--- src/rtl/axi_pkg.sv ---
// rtl/axi_pkg.sv - shared AXI response encodings
package axi_pkg;

  typedef logic [1:0] resp_t;

  localparam resp_t RESP_OKAY   = 2'b00;
  localparam resp_t RESP_EXOKAY = 2'b01;
  localparam resp_t RESP_SLVERR = 2'b10;
  localparam resp_t RESP_DECERR = 2'b11;

endpackage

--- src/rtl/axi_rt_reg_to_axi_lite.sv ---
// rtl/axi_rt_reg_to_axi_lite.sv - reg-bus to AXI-Lite manager bridge with timeout guard
module axi_rt_reg_to_axi_lite
  import axi_pkg::*;
#(
  parameter int unsigned AddrWidth     = 32,
  parameter int unsigned DataWidth     = 32,
  parameter int unsigned TimeoutCycles = 1024,
  parameter logic [2:0]  ProtValue     = 3'b000
) (
  input  logic                   clk_i,
  input  logic                   rst_ni,
  input  logic                   reg_valid_i,
  input  logic                   reg_write_i,
  input  logic [AddrWidth-1:0]   reg_addr_i,
  input  logic [DataWidth-1:0]   reg_wdata_i,
  input  logic [DataWidth/8-1:0] reg_wstrb_i,
  output logic                   reg_ready_o,
  output logic [DataWidth-1:0]   reg_rdata_o,
  output logic                   reg_error_o,
  output logic [AddrWidth-1:0]   m_axi_lite_awaddr_o,
  output logic [2:0]             m_axi_lite_awprot_o,
  output logic                   m_axi_lite_awvalid_o,
  input  logic                   m_axi_lite_awready_i,
  output logic [DataWidth-1:0]   m_axi_lite_wdata_o,
  output logic [DataWidth/8-1:0] m_axi_lite_wstrb_o,
  output logic                   m_axi_lite_wvalid_o,
  input  logic                   m_axi_lite_wready_i,
  input  logic [1:0]             m_axi_lite_bresp_i,
  input  logic                   m_axi_lite_bvalid_i,
  output logic                   m_axi_lite_bready_o,
  output logic [AddrWidth-1:0]   m_axi_lite_araddr_o,
  output logic [2:0]             m_axi_lite_arprot_o,
  output logic                   m_axi_lite_arvalid_o,
  input  logic                   m_axi_lite_arready_i,
  input  logic [DataWidth-1:0]   m_axi_lite_rdata_i,
  input  logic [1:0]             m_axi_lite_rresp_i,
  input  logic                   m_axi_lite_rvalid_i,
  output logic                   m_axi_lite_rready_o
);

  localparam int unsigned StrbWidth = DataWidth / 8;
  localparam int unsigned CntWidth  = (TimeoutCycles > 0) ? $clog2(TimeoutCycles + 1) : 1;

  typedef enum logic [2:0] {IDLE, WRITE, WAIT_B, READ, WAIT_R, RESP, DRAIN} state_e;

  state_e                 state_q, state_d;
  logic                   write_q, write_d;
  logic [AddrWidth-1:0]   addr_q, addr_d;
  logic [DataWidth-1:0]   wdata_q, wdata_d;
  logic [StrbWidth-1:0]   wstrb_q, wstrb_d;
  logic                   awvalid_q, awvalid_d;
  logic                   wvalid_q, wvalid_d;
  logic                   arvalid_q, arvalid_d;
  logic                   bready_q, bready_d;
  logic                   rready_q, rready_d;
  logic                   aw_done_q, aw_done_d;
  logic                   w_done_q, w_done_d;
  logic                   ready_q, ready_d;
  logic                   error_q, error_d;
  logic [DataWidth-1:0]   rdata_q, rdata_d;
  logic [CntWidth-1:0]    cnt_q, cnt_d;

  logic aw_hs, w_hs, ar_hs, b_hs, r_hs;
  logic aw_done_n, w_done_n, timeout_hit;

  function automatic logic resp_is_err(input resp_t resp);
    return (resp == RESP_SLVERR) || (resp == RESP_DECERR);
  endfunction

  assign aw_hs     = awvalid_q && m_axi_lite_awready_i;
  assign w_hs      = wvalid_q && m_axi_lite_wready_i;
  assign ar_hs     = arvalid_q && m_axi_lite_arready_i;
  assign b_hs      = bready_q && m_axi_lite_bvalid_i;
  assign r_hs      = rready_q && m_axi_lite_rvalid_i;
  assign aw_done_n = aw_done_q || aw_hs;
  assign w_done_n  = w_done_q || w_hs;

  // Fires one cycle early so the registered error pulse lands TimeoutCycles after accept.
  assign timeout_hit = (TimeoutCycles != 0) && ((32'(cnt_q) + 32'd2) >= TimeoutCycles);

  always_comb begin
    state_d   = state_q;
    write_d   = write_q;
    addr_d    = addr_q;
    wdata_d   = wdata_q;
    wstrb_d   = wstrb_q;
    awvalid_d = awvalid_q;
    wvalid_d  = wvalid_q;
    arvalid_d = arvalid_q;
    bready_d  = bready_q;
    rready_d  = rready_q;
    aw_done_d = aw_done_q;
    w_done_d  = w_done_q;
    cnt_d     = cnt_q;
    ready_d   = 1'b0;
    error_d   = 1'b0;
    rdata_d   = '0;
    unique case (state_q)
      IDLE: begin
        if (reg_valid_i) begin
          write_d   = reg_write_i;
          addr_d    = reg_addr_i;
          wdata_d   = reg_wdata_i;
          wstrb_d   = reg_wstrb_i;
          cnt_d     = '0;
          aw_done_d = 1'b0;
          w_done_d  = 1'b0;
          if (reg_write_i) begin
            awvalid_d = 1'b1;
            wvalid_d  = 1'b1;
            state_d   = WRITE;
          end else begin
            arvalid_d = 1'b1;
            state_d   = READ;
          end
        end
      end
      WRITE: begin
        cnt_d     = cnt_q + CntWidth'(1);
        aw_done_d = aw_done_n;
        w_done_d  = w_done_n;
        awvalid_d = !aw_done_n;
        wvalid_d  = !w_done_n;
        bready_d  = aw_done_n && w_done_n;
        if (timeout_hit) begin
          ready_d = 1'b1;
          error_d = 1'b1;
          state_d = DRAIN;
        end else if (aw_done_n && w_done_n) begin
          state_d = WAIT_B;
        end
      end
      WAIT_B: begin
        cnt_d = cnt_q + CntWidth'(1);
        if (b_hs) begin
          bready_d = 1'b0;
          ready_d  = 1'b1;
          error_d  = resp_is_err(m_axi_lite_bresp_i);
          state_d  = RESP;
        end else if (timeout_hit) begin
          ready_d = 1'b1;
          error_d = 1'b1;
          state_d = DRAIN;
        end
      end
      READ: begin
        cnt_d     = cnt_q + CntWidth'(1);
        arvalid_d = arvalid_q && !m_axi_lite_arready_i;
        rready_d  = ar_hs;
        if (timeout_hit) begin
          ready_d = 1'b1;
          error_d = 1'b1;
          state_d = DRAIN;
        end else if (ar_hs) begin
          state_d = WAIT_R;
        end
      end
      WAIT_R: begin
        cnt_d = cnt_q + CntWidth'(1);
        if (r_hs) begin
          rready_d = 1'b0;
          ready_d  = 1'b1;
          error_d  = resp_is_err(m_axi_lite_rresp_i);
          rdata_d  = m_axi_lite_rdata_i;
          state_d  = RESP;
        end else if (timeout_hit) begin
          ready_d = 1'b1;
          error_d = 1'b1;
          state_d = DRAIN;
        end
      end
      RESP: state_d = IDLE;
      DRAIN: begin
        // Finish the abandoned transaction so the subordinate never sees a dropped valid.
        if (write_q) begin
          aw_done_d = aw_done_n;
          w_done_d  = w_done_n;
          awvalid_d = !aw_done_n;
          wvalid_d  = !w_done_n;
          if (b_hs) begin
            bready_d = 1'b0;
            state_d  = IDLE;
          end else begin
            bready_d = aw_done_n && w_done_n;
          end
        end else begin
          arvalid_d = arvalid_q && !m_axi_lite_arready_i;
          if (r_hs) begin
            rready_d = 1'b0;
            state_d  = IDLE;
          end else begin
            rready_d = rready_q || ar_hs;
          end
        end
      end
      default: state_d = IDLE;
    endcase
  end

  always_ff @(posedge clk_i or negedge rst_ni) begin
    if (!rst_ni) begin
      state_q   <= IDLE;
      write_q   <= 1'b0;
      addr_q    <= '0;
      wdata_q   <= '0;
      wstrb_q   <= '0;
      awvalid_q <= 1'b0;
      wvalid_q  <= 1'b0;
      arvalid_q <= 1'b0;
      bready_q  <= 1'b0;
      rready_q  <= 1'b0;
      aw_done_q <= 1'b0;
      w_done_q  <= 1'b0;
      ready_q   <= 1'b0;
      error_q   <= 1'b0;
      rdata_q   <= '0;
      cnt_q     <= '0;
    end else begin
      state_q   <= state_d;
      write_q   <= write_d;
      addr_q    <= addr_d;
      wdata_q   <= wdata_d;
      wstrb_q   <= wstrb_d;
      awvalid_q <= awvalid_d;
      wvalid_q  <= wvalid_d;
      arvalid_q <= arvalid_d;
      bready_q  <= bready_d;
      rready_q  <= rready_d;
      aw_done_q <= aw_done_d;
      w_done_q  <= w_done_d;
      ready_q   <= ready_d;
      error_q   <= error_d;
      rdata_q   <= rdata_d;
      cnt_q     <= cnt_d;
    end
  end

  assign reg_ready_o          = ready_q;
  assign reg_rdata_o          = rdata_q;
  assign reg_error_o          = error_q;
  assign m_axi_lite_awaddr_o  = addr_q;
  assign m_axi_lite_awprot_o  = ProtValue;
  assign m_axi_lite_awvalid_o = awvalid_q;
  assign m_axi_lite_wdata_o   = wdata_q;
  assign m_axi_lite_wstrb_o   = wstrb_q;
  assign m_axi_lite_wvalid_o  = wvalid_q;
  assign m_axi_lite_bready_o  = bready_q;
  assign m_axi_lite_araddr_o  = addr_q;
  assign m_axi_lite_arprot_o  = ProtValue;
  assign m_axi_lite_arvalid_o = arvalid_q;
  assign m_axi_lite_rready_o  = rready_q;

endmodule

--- config.mk ---
export PLATFORM = sky130hd
export DESIGN_NAME = axi_rt_reg_to_axi_lite
export DESIGN_NICKNAME = d
export VERILOG_FILES = /design/src/rtl/axi_pkg.sv /design/src/rtl/axi_rt_reg_to_axi_lite.sv
export SDC_FILE = /design/constraint.sdc
export NUM_CORES = 1
export LEC_CHECK = 0
export CAP_MARGIN = 40
export CORE_UTILIZATION = 44
export CTS_CLUSTER_SIZE = 10
export DETAILED_ROUTE_END_ITERATION = 8
export GPL_ROUTABILITY_DRIVEN = 0
export HOLD_SLACK_MARGIN = 0.1
export PLACE_DENSITY_LB_ADDON = 0.25
export SLEW_MARGIN = 20
export SYNTH_ARGS = -nofsm -noshare
export SYNTH_HDL_FRONTEND = slang
export SYNTH_SLANG_ARGS = --single-unit
--- constraint.sdc ---
create_clock -name clk_i -period 3.3 [get_ports clk_i]
set_input_delay 0.99 -clock clk_i [delete_from_list [all_inputs] [get_ports clk_i]]
set_output_delay 0.99 -clock clk_i [all_outputs]
set_load 0.02 [all_outputs]
After elaboration in Yosys (flattened, before gate mapping)
Cells that the tools add are included.
- div/mod/pow operators: 0
- reductions and logical operators: 31
- bitwise operators: 0
- multiply operators: 0
- order comparisons: 1
- eq/ne operators: 20
- add/subtract/negate cells: 2
- multiplexer cells: 47
- shifts and indexed selects: 0
- operators with widths (kind ; count):
    32-bit two-way mux ; 2
    3-bit two-way mux ; 11
    1-bit one-hot mux with 3 select lines ; 9
    11-bit one-hot mux with 2 select lines ; 1
    1-bit two-way mux ; 21
    3-bit one-hot mux with 6 select lines ; 1
    2-bit != test (second input constant) ; 7
    11-bit by 2-bit adder with 12-bit output (second input constant) ; 1
    12-bit by 11-bit greater-or-equal comparator with 1-bit output (second input constant) ; 1
    3-bit != test (second input constant) ; 4
    3-bit nonzero test ; 4
    11-bit by 1-bit adder with 11-bit output (second input constant) ; 1
    11-bit two-way mux ; 1
    3-bit AND reduction ; 3
    2-bit == test (second input constant) ; 4
    4-bit AND reduction ; 2
    1-bit logical AND ; 7
    3-bit by 2-bit == test with 1-bit output (second input constant) ; 2
    3-bit == test (second input constant) ; 2
    1-bit logical OR ; 5
    5-bit AND reduction ; 1
    2-bit AND reduction ; 2
    4-bit OR reduction ; 1
    3-bit by 1-bit == test with 1-bit output (second input constant) ; 1
    5 further kinds ; 7
- memories kept: 0
- RAM bits: 0
- flip-flop bits (word level): 124
- bits in latches: 0
- word-level logic and storage cells: 117
- bits in read-only memories: 0
- bits of input ports: 113
- output and inout port bits: 145

Logic depth before layout (Yosys ltp)
Gate-level depths: netlist of the first run.
- depth after elaboration: 6
- gate-level depth with buffers: 7
- mapped depth without buffers: 6

Least setup slack after synthesis of the first run
No wires, ideal clock.
- kind: input-to-reg
- start: in m_axi_lite_wready_i
- end: reg state_q[2]
- library setup time: 0.130 ns
- path buffers: 0
- required time: 3.170 ns
- arrival time: 1.870 ns
- stages on the path: 5
- setup slack: 1.300 ns
- cell sequence: a21oi_1 or3_1 o211ai_1 nor3b_1 o22ai_1
- word-level cells in the longest chain between the ends: 5
- ends and longest elaborated chain (item ; line ; text):
    from (decl) ; axi_rt_reg_to_axi_lite.sv:27 ; input logic m_axi_lite_wready_i,
    1-bit logical AND ; axi_rt_reg_to_axi_lite.sv:71 ; assign w_hs = wvalid_q && m_axi_lite_wready_i;
    1-bit logical OR ; axi_rt_reg_to_axi_lite.sv:76 ; assign w_done_n = w_done_q || w_hs;
    1-bit logical AND ; axi_rt_reg_to_axi_lite.sv:129 ; end else if (aw_done_n && w_done_n) begin
    3-bit != test (no line) ; -- ;
    5-bit AND reduction (no line) ; -- ;
    to (signal assigned) ; axi_rt_reg_to_axi_lite.sv:219 ; state_q <= state_d;
    to (decl) ; axi_rt_reg_to_axi_lite.sv:46 ; state_e state_q, state_d;
No other way between the ends.
A chain may end at the register's enable or synchronous reset.

Final worst setup path of the first run
- start: reg bready_q (netlist: m_axi_lite_bready_o)
- end: out m_axi_lite_bready_o
- RTL lines (item ; line ; text):
    from (decl) ; axi_rt_reg_to_axi_lite.sv:54 ; logic bready_q, bready_d;
    from (signal assigned) ; axi_rt_reg_to_axi_lite.sv:227 ; bready_q <= bready_d;
    to (decl) ; axi_rt_reg_to_axi_lite.sv:30 ; output logic m_axi_lite_bready_o,
No word-level cell between the ends.

==> results of run 1 <==
==> registers in the layout, indices dropped and copies added (netlist names), 3 cells and up <==
signal,flops
reg_rdata_o,32
m_axi_lite_wstrb_o,4
state_q,3
m_axi_lite_araddr_o,32
cnt_q,11
m_axi_lite_wdata_o,32
==> kinds of logic after synthesis <==
kind of cell	synth area share
AO/OA/AOI/OAI	0.05871
flip-flops	0.5871
XOR/XNOR	0.01160
AND/OR/NAND/NOR	0.2517
other	0.0007095
buffers and inverters	0.07505
multiplexers	0.008049
adder cells (fa/ha/maj)	0.007103
==> layout by cell type, fill, tap and decap left out, types with 6 or more instances in the layout <==
| master | instances |
|---|---|
| clkdlybuf4s50_1 | 248 |
| nand2_1 | 218 |
| dfrtp_1 | 124 |
| and2_1 | 34 |
| clkbuf_16 | 17 |
| nor2_1 | 16 |
| a21oi_1 | 15 |
| o21ai_0 | 10 |
| nand3_1 | 7 |
| conb_1 | 6 |
==> metrics by stage <==
stage                 util  power [mW]  cell area, µm²  cells  setup slack [ns]
finish              0.7178       7.647            8302    931            0.8384
global route        0.7178       8.071            8302    931            0.7921
detailed placement  0.6661       5.809            7704    899            0.6037
floorplan                -       4.373            5304    562             1.300
global placement    0.6644       5.696            7684    898            0.6600
CTS                 0.7178       7.695            8302    931            0.8305
==> per-layer routing <==
metal	part of all wire	vias to the layer above	track usage
met3	0.089	36	0.09363
met1	0.37	2229	0.2770
met5	0	-	0
li1	-	2181	-
met2	0.51	215	0.4154
met4	0.030	0	0.1126
==> power breakdown <==
part	total (mW)	switching [mW]	internal, mW
Combinational	3.32	1.77	1.55
Sequential	2.48	0.462	2.02
Clock	1.85	0.661	1.19
==> worst max-delay path by stage <==
stage,from,endpoint,slack [ns],depth (start not counted)
detailed placement,reg_valid_i,cnt_q[6],0.60,6
global route,m_axi_lite_bready_o,m_axi_lite_bready_o,0.79,1
global placement,reg_valid_i,cnt_q[10],0.66,6
floorplan,m_axi_lite_wready_i,state_q[2],1.30,5
CTS,m_axi_lite_araddr_o[30],m_axi_lite_awaddr_o[30],0.83,1
finish,m_axi_lite_bready_o,m_axi_lite_bready_o,0.84,1
==> layout make-up <==
type                       count  area, µm²
fill                         831       3263
sequential                   124       3103
timing repair buffer         256       2592
multi-input combinational    372       1814
clock buffer                  22      484.2
tap                          143      178.9
clock inverter                10      113.9
inverter                       4      15.01
==> flow_metrics.tcl, run 1 <==
set metrics [dict create \
    critical_path.endpoint_type "output port" \
    cts_resized 0 \
    antenna_found_initial 0 \
    synth_common_cells "nand2_1, dfrtp_1, buf_4" \
    crit_fanout 5 \
    crit_arrival_ns 1.47 \
    hp-start "m_axi_lite_wdata_o[2]" \
    first_global_vias 4750 \
    io_buffers 249 \
    cp_slowest_cell "clkdlybuf4s50_1" \
    worst_pin_slew_ns 0.8198 \
    max_freq_mhz 406.2 \
    final_max_slew_viol_count 0 \
    cts_buffers 17 \
    clock_skew_ns 0.006392 \
    start_util 0.4570 \
    r2r-start "state_q[1]" \
    die-area_um2 12450 \
    cts_root_buffer "clkbuf_16" \
    period_share 0.7460 \
    nNetsFinal 891 \
    vdd_drop_max_uv 449.1 \
    n_antenna_cell 0 \
    hold_end "m_axi_lite_wdata_o[2]" \
    chipHeight_um 111.6 \
    holdWs_ns 0.4723 \
    cap_violations 0 \
    finalSetupViolations 0 \
    grt_overflow 0 \
    cts_tree "yes" \
    synth_most_common_cell "nand2_1" \
    min_path_cells 2 \
    synthArstFlopShare 1.000 \
    ant_nets 0 \
    vias_per_cell 5.006 \
    worstSetupPathType "reg -> out" \
    synth_cell_types 39 \
    crit_chain "clkdlybuf4s50_1" \
    cts_hold_buf 0 \
    core_region_area_um2 11560 \
    ios 258 \
    syn_area_per_cell_um2 9.488 \
    row_count 39 \
    violations "design-rule violations" \
    syn_area_um2 5285 \
    cts_buffer_depth 2 \
    critPathBufInv 1 \
    wl_per_cell_um 15.58 \
    hold_class "reg -> reg" \
    finalHoldViolations 0 \
    min_period_ns 2.462 \
    rsz0062_at_grt "false" \
    cts_sinks 124 \
    clkLatencyLatePin_ns 0.41 \
    cp.required_ns 2.31 \
    yosys.area.top_type_share 0.5871 \
    yosys_warnings 0 \
    ys_seq_area_frac 0.5871 \
    cts_setup_buffers 0 \
    hpwl_um 10260 \
    ys_ff_latch 124 \
    grt_max_degree 80 \
    power.density_nw_per_um2 921.1 \
    syn_to_final_growth_pct 57.08 \
    grt.total_usage 0.2462 \
    setup-tns-final_ns 0 \
    crit_path_max_incr_delay_ns 0.64 \
    netlist_instances 557 \
    via_count 4661 \
    drc 14 \
    grt_first_pass_wirelength_um 23880 \
    crit_path_start_kind "flip-flop" \
    synth_top_cell_by_area "dfrtp_1" \
    synth_edf_count 0 \
    leakage_nw 3.872 \
    drt_iter0_markers 277 \
    routed_wl_um 14510 \
    synth_area_leaders "dfrtp_1, nand2_1, buf_4" \
    reg2reg_slack_ns 1.19 \
    clk_pin_slew_ns 0.06 \
    htreeDepth 4 \
    die_w_um 111.6 \
    dr.pass1.iters 7 \
    timing.slew.headroom 0.4535 \
    crit_family "buffers and inverters" \
    ff2ff_path_depth 5 \
    r2r_end "cnt_q[6]" \
    ys.flop_type "dfrtp_1" \
    layout-drive-gt1-share 0.05838 \
    status "finished with violations" \
]
Note: power is estimated with default switching activity, not from simulation.
==> run 2, diff against run 1 <==
--- a/config.mk
+++ b/config.mk
@@ -6,7 +6,7 @@
 export NUM_CORES = 1
 export LEC_CHECK = 0
 export CAP_MARGIN = 40
-export CORE_UTILIZATION = 44
+export CORE_UTILIZATION = 37
 export CTS_CLUSTER_SIZE = 10
 export DETAILED_ROUTE_END_ITERATION = 8
 export GPL_ROUTABILITY_DRIVEN = 0
==> constraint.sdc (replaced) <==
create_clock -name clk_i -period 2.15 [get_ports clk_i]
set_input_delay 0.645 -clock clk_i [delete_from_list [all_inputs] [get_ports clk_i]]
set_output_delay 0.645 -clock clk_i [all_outputs]
set_load 0.02 [all_outputs]
==> run 2 against run 1 <==
  * The run now ends clean
  * Sequential power rose by 50%
  * Routed wire length rose by 1.2%
  * Via count fell by 1.1%
  * Die area rose by 19%
  * Clock power rose by 43%
  * Non-clock buffer count rose by 11
  * Core utilization fell by 11 points
  * Register-to-register slack got worse by 1.1 ns
  * Count of clock-buffer cells in the layout rose by 3
  * Sequential share of layout area fell by 0.42 points
  * Global-route usage fell by 4.1 points
  * Critical path type unchanged
==> flow_metrics.tcl, run 2 (synthesized netlist as in run 1, its figures left out) <==
set metrics [dict create \
    hpwl_um 10430 \
    vdd_drop_max_uv 651.2 \
    layout-drive-gt1-share 0.06516 \
    core_region_area_um2 13880 \
    ant_nets 0 \
    register_area_um2 3103 \
    place_inst 947 \
    vias_per_cell 4.715 \
    fin_ws_ns 0.05968 \
    r2r-start "cnt_q[4]" \
    cap_violations 0 \
    multi_input_area_um2 1814 \
    wl_per_cell_um 15.02 \
    layout_common_cells "clkdlybuf4s50_1, nand2_1, dfrtp_1" \
    cp.required_ns 1.50 \
    grt_overflow 0 \
    drc 0 \
    drt_iter0_markers 234 \
    via_count 4611 \
    htreeDepth 4 \
    power.density_nw_per_um2 1388 \
    crit_fanout 5 \
    crit_family "buffers and inverters" \
    syn_to_final_growth_pct 58.85 \
    critical_path.endpoint_type "output port" \
    cts_root_buffer "clkbuf_16" \
    cp_slowest_cell "clkdlybuf4s50_1" \
    fin_total_pwr_mw 11.65 \
    clk_pin_slew_ns 0.05 \
    cts_sinks 124 \
    reg2reg_slack_ns 0.13 \
    n_fill_cell 1179 \
    clock_skew_ns 0.005977 \
    timing.slew.headroom 0.6458 \
    crit_chain "clkdlybuf4s50_1" \
    grt_first_pass_wirelength_um 22970 \
    chipHeight_um 121.5 \
    layoutNonFillerInstCount 978 \
    layout_commonest_cell "clkdlybuf4s50_1" \
    nNetsFinal 902 \
    status "completed" \
    finalHoldViolations 0 \
    leakage_nw 3.920 \
    clkLatencyLatePin_ns 0.41 \
    crit_path_max_incr_delay_ns 0.64 \
    finalSetupViolations 0 \
    worstSetupPathType "reg -> out" \
    n_antenna_cell 0 \
    min_period_ns 2.090 \
    antenna_found_initial 0 \
    die-area_um2 14770 \
    final_max_slew_viol_count 0 \
    crit_arrival_ns 1.45 \
    worst_pin_slew_ns 0.5269 \
    setup-tns-final_ns 0 \
    grt_max_degree 79 \
    cts_buffers 17 \
    die_w_um 121.5 \
    first_global_vias 4678 \
    rsz0062_at_grt "false" \
    routed_wl_um 14690 \
    critPathBufInv 1 \
    cts_tree "yes" \
    crit_path_start_kind "flip-flop" \
    grt.total_usage 0.2050 \
    cts_buffer_depth 2 \
    row_count 43 \
    place_ws_ns -0.1706 \
    ios 258 \
    io_buffers 249 \
    dr.pass1.iters 7 \
    crit_start "m_axi_lite_rready_o" \
    period_share 0.9722 \
    hold_class "in -> async" \
    start_util 0.3807 \
    max_freq_mhz 478.4 \
]
-- run 2: layer usage --
metal	up-vias	track usage	wire, µm
li1	2201	-	-
met2	203	0.3420	7292
met5	-	0	0
met3	16	0.09680	1477
met4	0	0.07485	222
met1	2191	0.2269	5692
-- run 2: path summary, 6_finish.rpt --
check / to / depth (start not counted)
max in group asynchronous: reg_rdata_o[24] / 2
min in group clk_i: m_axi_lite_wdata_o[31] / 2
hold reg to reg: m_axi_lite_wdata_o[31] / 2
hold / removal: w_done_q / 2
setup reg to reg: reg_error_o / 5
setup / recovery: m_axi_lite_rready_o / 1
-- run 2: power by group --
part           internal, mW  switching (mW)
logic                  2.47            2.82
registers              3.10           0.612
clock network          1.67           0.983
total                  7.24            4.41
-- run 2: area by class of cell --
| type | instances | share of cell area |
|---|---|---|
| timing repair buffer | 267 | 0.3204 |
| clock inverter | 6 | 0.007452 |
| tap | 180 | 0.02683 |
| multi-input combinational | 372 | 0.2161 |
| inverter | 4 | 0.001788 |
| clock buffer | 25 | 0.05782 |
| sequential | 124 | 0.3696 |
-- run 2: worst register-to-register path, delay by kind of cell, from the launching register on --
kind / cells / cell delay (ns)
flip-flops: 1 / 0.42
AND/OR/NAND/NOR: 3 / 1.02
AO/OA/AOI/OAI: 2 / 0.45
-- run 2: stage by stage --
stage / hold WS (ns) / instance area (µm²) / utilization
6_report: 0.2210 / 8396 / 0.6048
5_1_grt: 0.2280 / 8396 / 0.6048
4_1_cts: 0.2273 / 8393 / 0.6047
3_5_place_dp: 0.4615 / 7845 / 0.5652
3_3_place_gp: 0.4588 / 7845 / 0.5652
2_1_floorplan: 0.3494 / 5304 / -
-- run 2: repair_timing --
| item | CTS | global route |
|---|---|---|
| endpoints found under the setup margin | 0 | 1 |
| hold buffers | 0 | 0 |
| gates resized for setup | 0 | 1 |
| setup buffers | 0 | 0 |
==> run 3, diff against run 2 <==
--- a/config.mk
+++ b/config.mk
@@ -6,7 +6,9 @@
 export NUM_CORES = 1
 export LEC_CHECK = 0
 export CAP_MARGIN = 40
-export CORE_UTILIZATION = 37
+export CELL_PAD_IN_SITES_DETAIL_PLACEMENT = 1
+export CELL_PAD_IN_SITES_GLOBAL_PLACEMENT = 1
+export CORE_UTILIZATION = 26
 export CTS_CLUSTER_SIZE = 10
 export DETAILED_ROUTE_END_ITERATION = 8
 export GPL_ROUTABILITY_DRIVEN = 0
==> run 3 against run 2 <==
  * Sequential power about the same
  * Sequential cell count unchanged
  * Final area increased by 2.2%
  * Routed wire length increased by 15%
==> flow_metrics.tcl, run 3 (synthesized netlist as in run 1, its figures left out) <==
set metrics [dict create \
    finalSetupViolations 0 \
    holdWs_ns 0.1294 \
    period_share 0.9769 \
    antenna_found_initial 0 \
    clkPwrFrac 0.244 \
    clkLatencyLatePin_ns 0.41 \
    crit_path_max_incr_delay_ns 0.63 \
    vias_per_cell 4.383 \
    core_region_area_um2 19720 \
    fin_ws_ns 0.04970 \
    cts_root_buffer "clkbuf_16" \
    setup-tns-final_ns 0 \
    die-area_um2 20900 \
    max_freq_mhz 476.1 \
    syn_to_final_growth_pct 62.41 \
    vdd_drop_max_uv 523.1 \
    layout_commonest_cell "clkdlybuf4s50_1" \
    critPathBufInv 1 \
    hpwl_um 12550 \
    critical_path.endpoint_type "output port" \
    ios 258 \
    leakage_nw 3.984 \
    cts_setup_buffers 0 \
    grt.total_usage 0.1682 \
    ant_nets 0 \
    via_count 4672 \
    drt_iter0_markers 140 \
    finalHoldViolations 0 \
    n_fill_cell 2210 \
    htreeDepth 4 \
    crit_fanout 3 \
    layout_common_cells "clkdlybuf4s50_1, nand2_1, dfrtp_1" \
    crit_arrival_ns 1.46 \
    clock_skew_ns 0.01027 \
    place_ws_ns -0.1507 \
    worstSetupPathType "reg -> out" \
    finalInstanceArea_um2 8583 \
    crit_path_start_kind "flip-flop" \
    die_w_um 144.6 \
    place_inst 1034 \
    cap_violations 0 \
    swShare 0.3831 \
    cts_resized 4 \
    layout-drive-gt1-share 0.07366 \
    nNetsFinal 904 \
    cp.required_ns 1.50 \
    cts_buffer_depth 2 \
    min_period_ns 2.100 \
    cts_buffers 17 \
    layoutNonFillerInstCount 1066 \
    cp_slowest_cell "clkdlybuf4s50_1" \
    row_count 51 \
    place_area_um2 7974 \
    timing.slew.headroom 0.6440 \
    grt_first_pass_wirelength_um 26410 \
    final_max_slew_viol_count 0 \
    cts_hold_buf 0 \
    power.density_nw_per_um2 1402 \
    n_antenna_cell 0 \
    seq_power_share 0.309 \
    finalCoreUtilization 0.4353 \
    routed_wl_um 16940 \
    power_switching_mw 4.610 \
    clk_pin_slew_ns 0.06 \
    drc 0 \
    wl_per_cell_um 15.89 \
    chipHeight_um 144.6 \
    start_util 0.2680 \
    cts_sinks 124 \
    first_global_vias 5115 \
    rsz0062_at_grt "false" \
    worst_pin_slew_ns 0.5296 \
    cts_tree "yes" \
    crit_family "buffers and inverters" \
    dr.pass1.iters 4 \
    hold_class "in -> async" \
    fin_total_pwr_mw 12.03 \
    internal_power_mw 7.422 \
    grt_max_degree 60 \
    io_buffers 249 \
    crit_chain "clkdlybuf4s50_1" \
    combPwrFrac 0.447 \
    grt_overflow 0 \
    status "completed" \
]
[run 3: cell type report]
cell class | count | area (µm²) | share of cell area
flip-flops and latches | 124 | 3103 | 0.3615
clock inverters | 13 | 166.4 | 0.01939
clock buffers | 19 | 442.9 | 0.05160
repair buffers | 269 | 2703 | 0.3149
multi-input cells | 372 | 1822 | 0.2122
well taps | 265 | 331.6 | 0.03863
inverters | 4 | 15.01 | 0.001749
[run 3: power by group through the flow]
stage | clock network [mW] | logic, mW | registers, mW
floorplan | 0 | 2.31 | 4.40
detailed placement | 0 | 5.46 | 3.77
global route | 3.14 | 5.85 | 3.84
global placement | 0 | 5.33 | 3.70
finish | 2.93 | 5.38 | 3.72
CTS | 3.03 | 5.47 | 3.74
[run 3: metal layers]
metal / vias to the layer above / share of wire / track usage
met5: - / 0 / 0
met4: 0 / 0.018 / 0.06039
met3: 20 / 0.097 / 0.07086
met2: 180 / 0.52 / 0.2971
met1: 2264 / 0.37 / 0.1780
li1: 2208 / - / -
[run 3: final timing paths]
path | end | slack, ns | startpoint | cells after the start
min in group clk_i | m_axi_lite_wdata_o[24] | 0.47 | m_axi_lite_wdata_o[24] | 2
worst max register to register | reg_error_o | 0.16 | cnt_q[1] | 5
max in group asynchronous | m_axi_lite_araddr_o[8] | 1.41 | rst_ni | 2
worst min register to register | m_axi_lite_wdata_o[24] | 0.47 | m_axi_lite_wdata_o[24] | 2
worst max-delay path | m_axi_lite_araddr_o[25] | 0.05 | m_axi_lite_araddr_o[25] | 1
worst min-delay path | reg_rdata_o[21] | 0.13 | rst_ni | 1
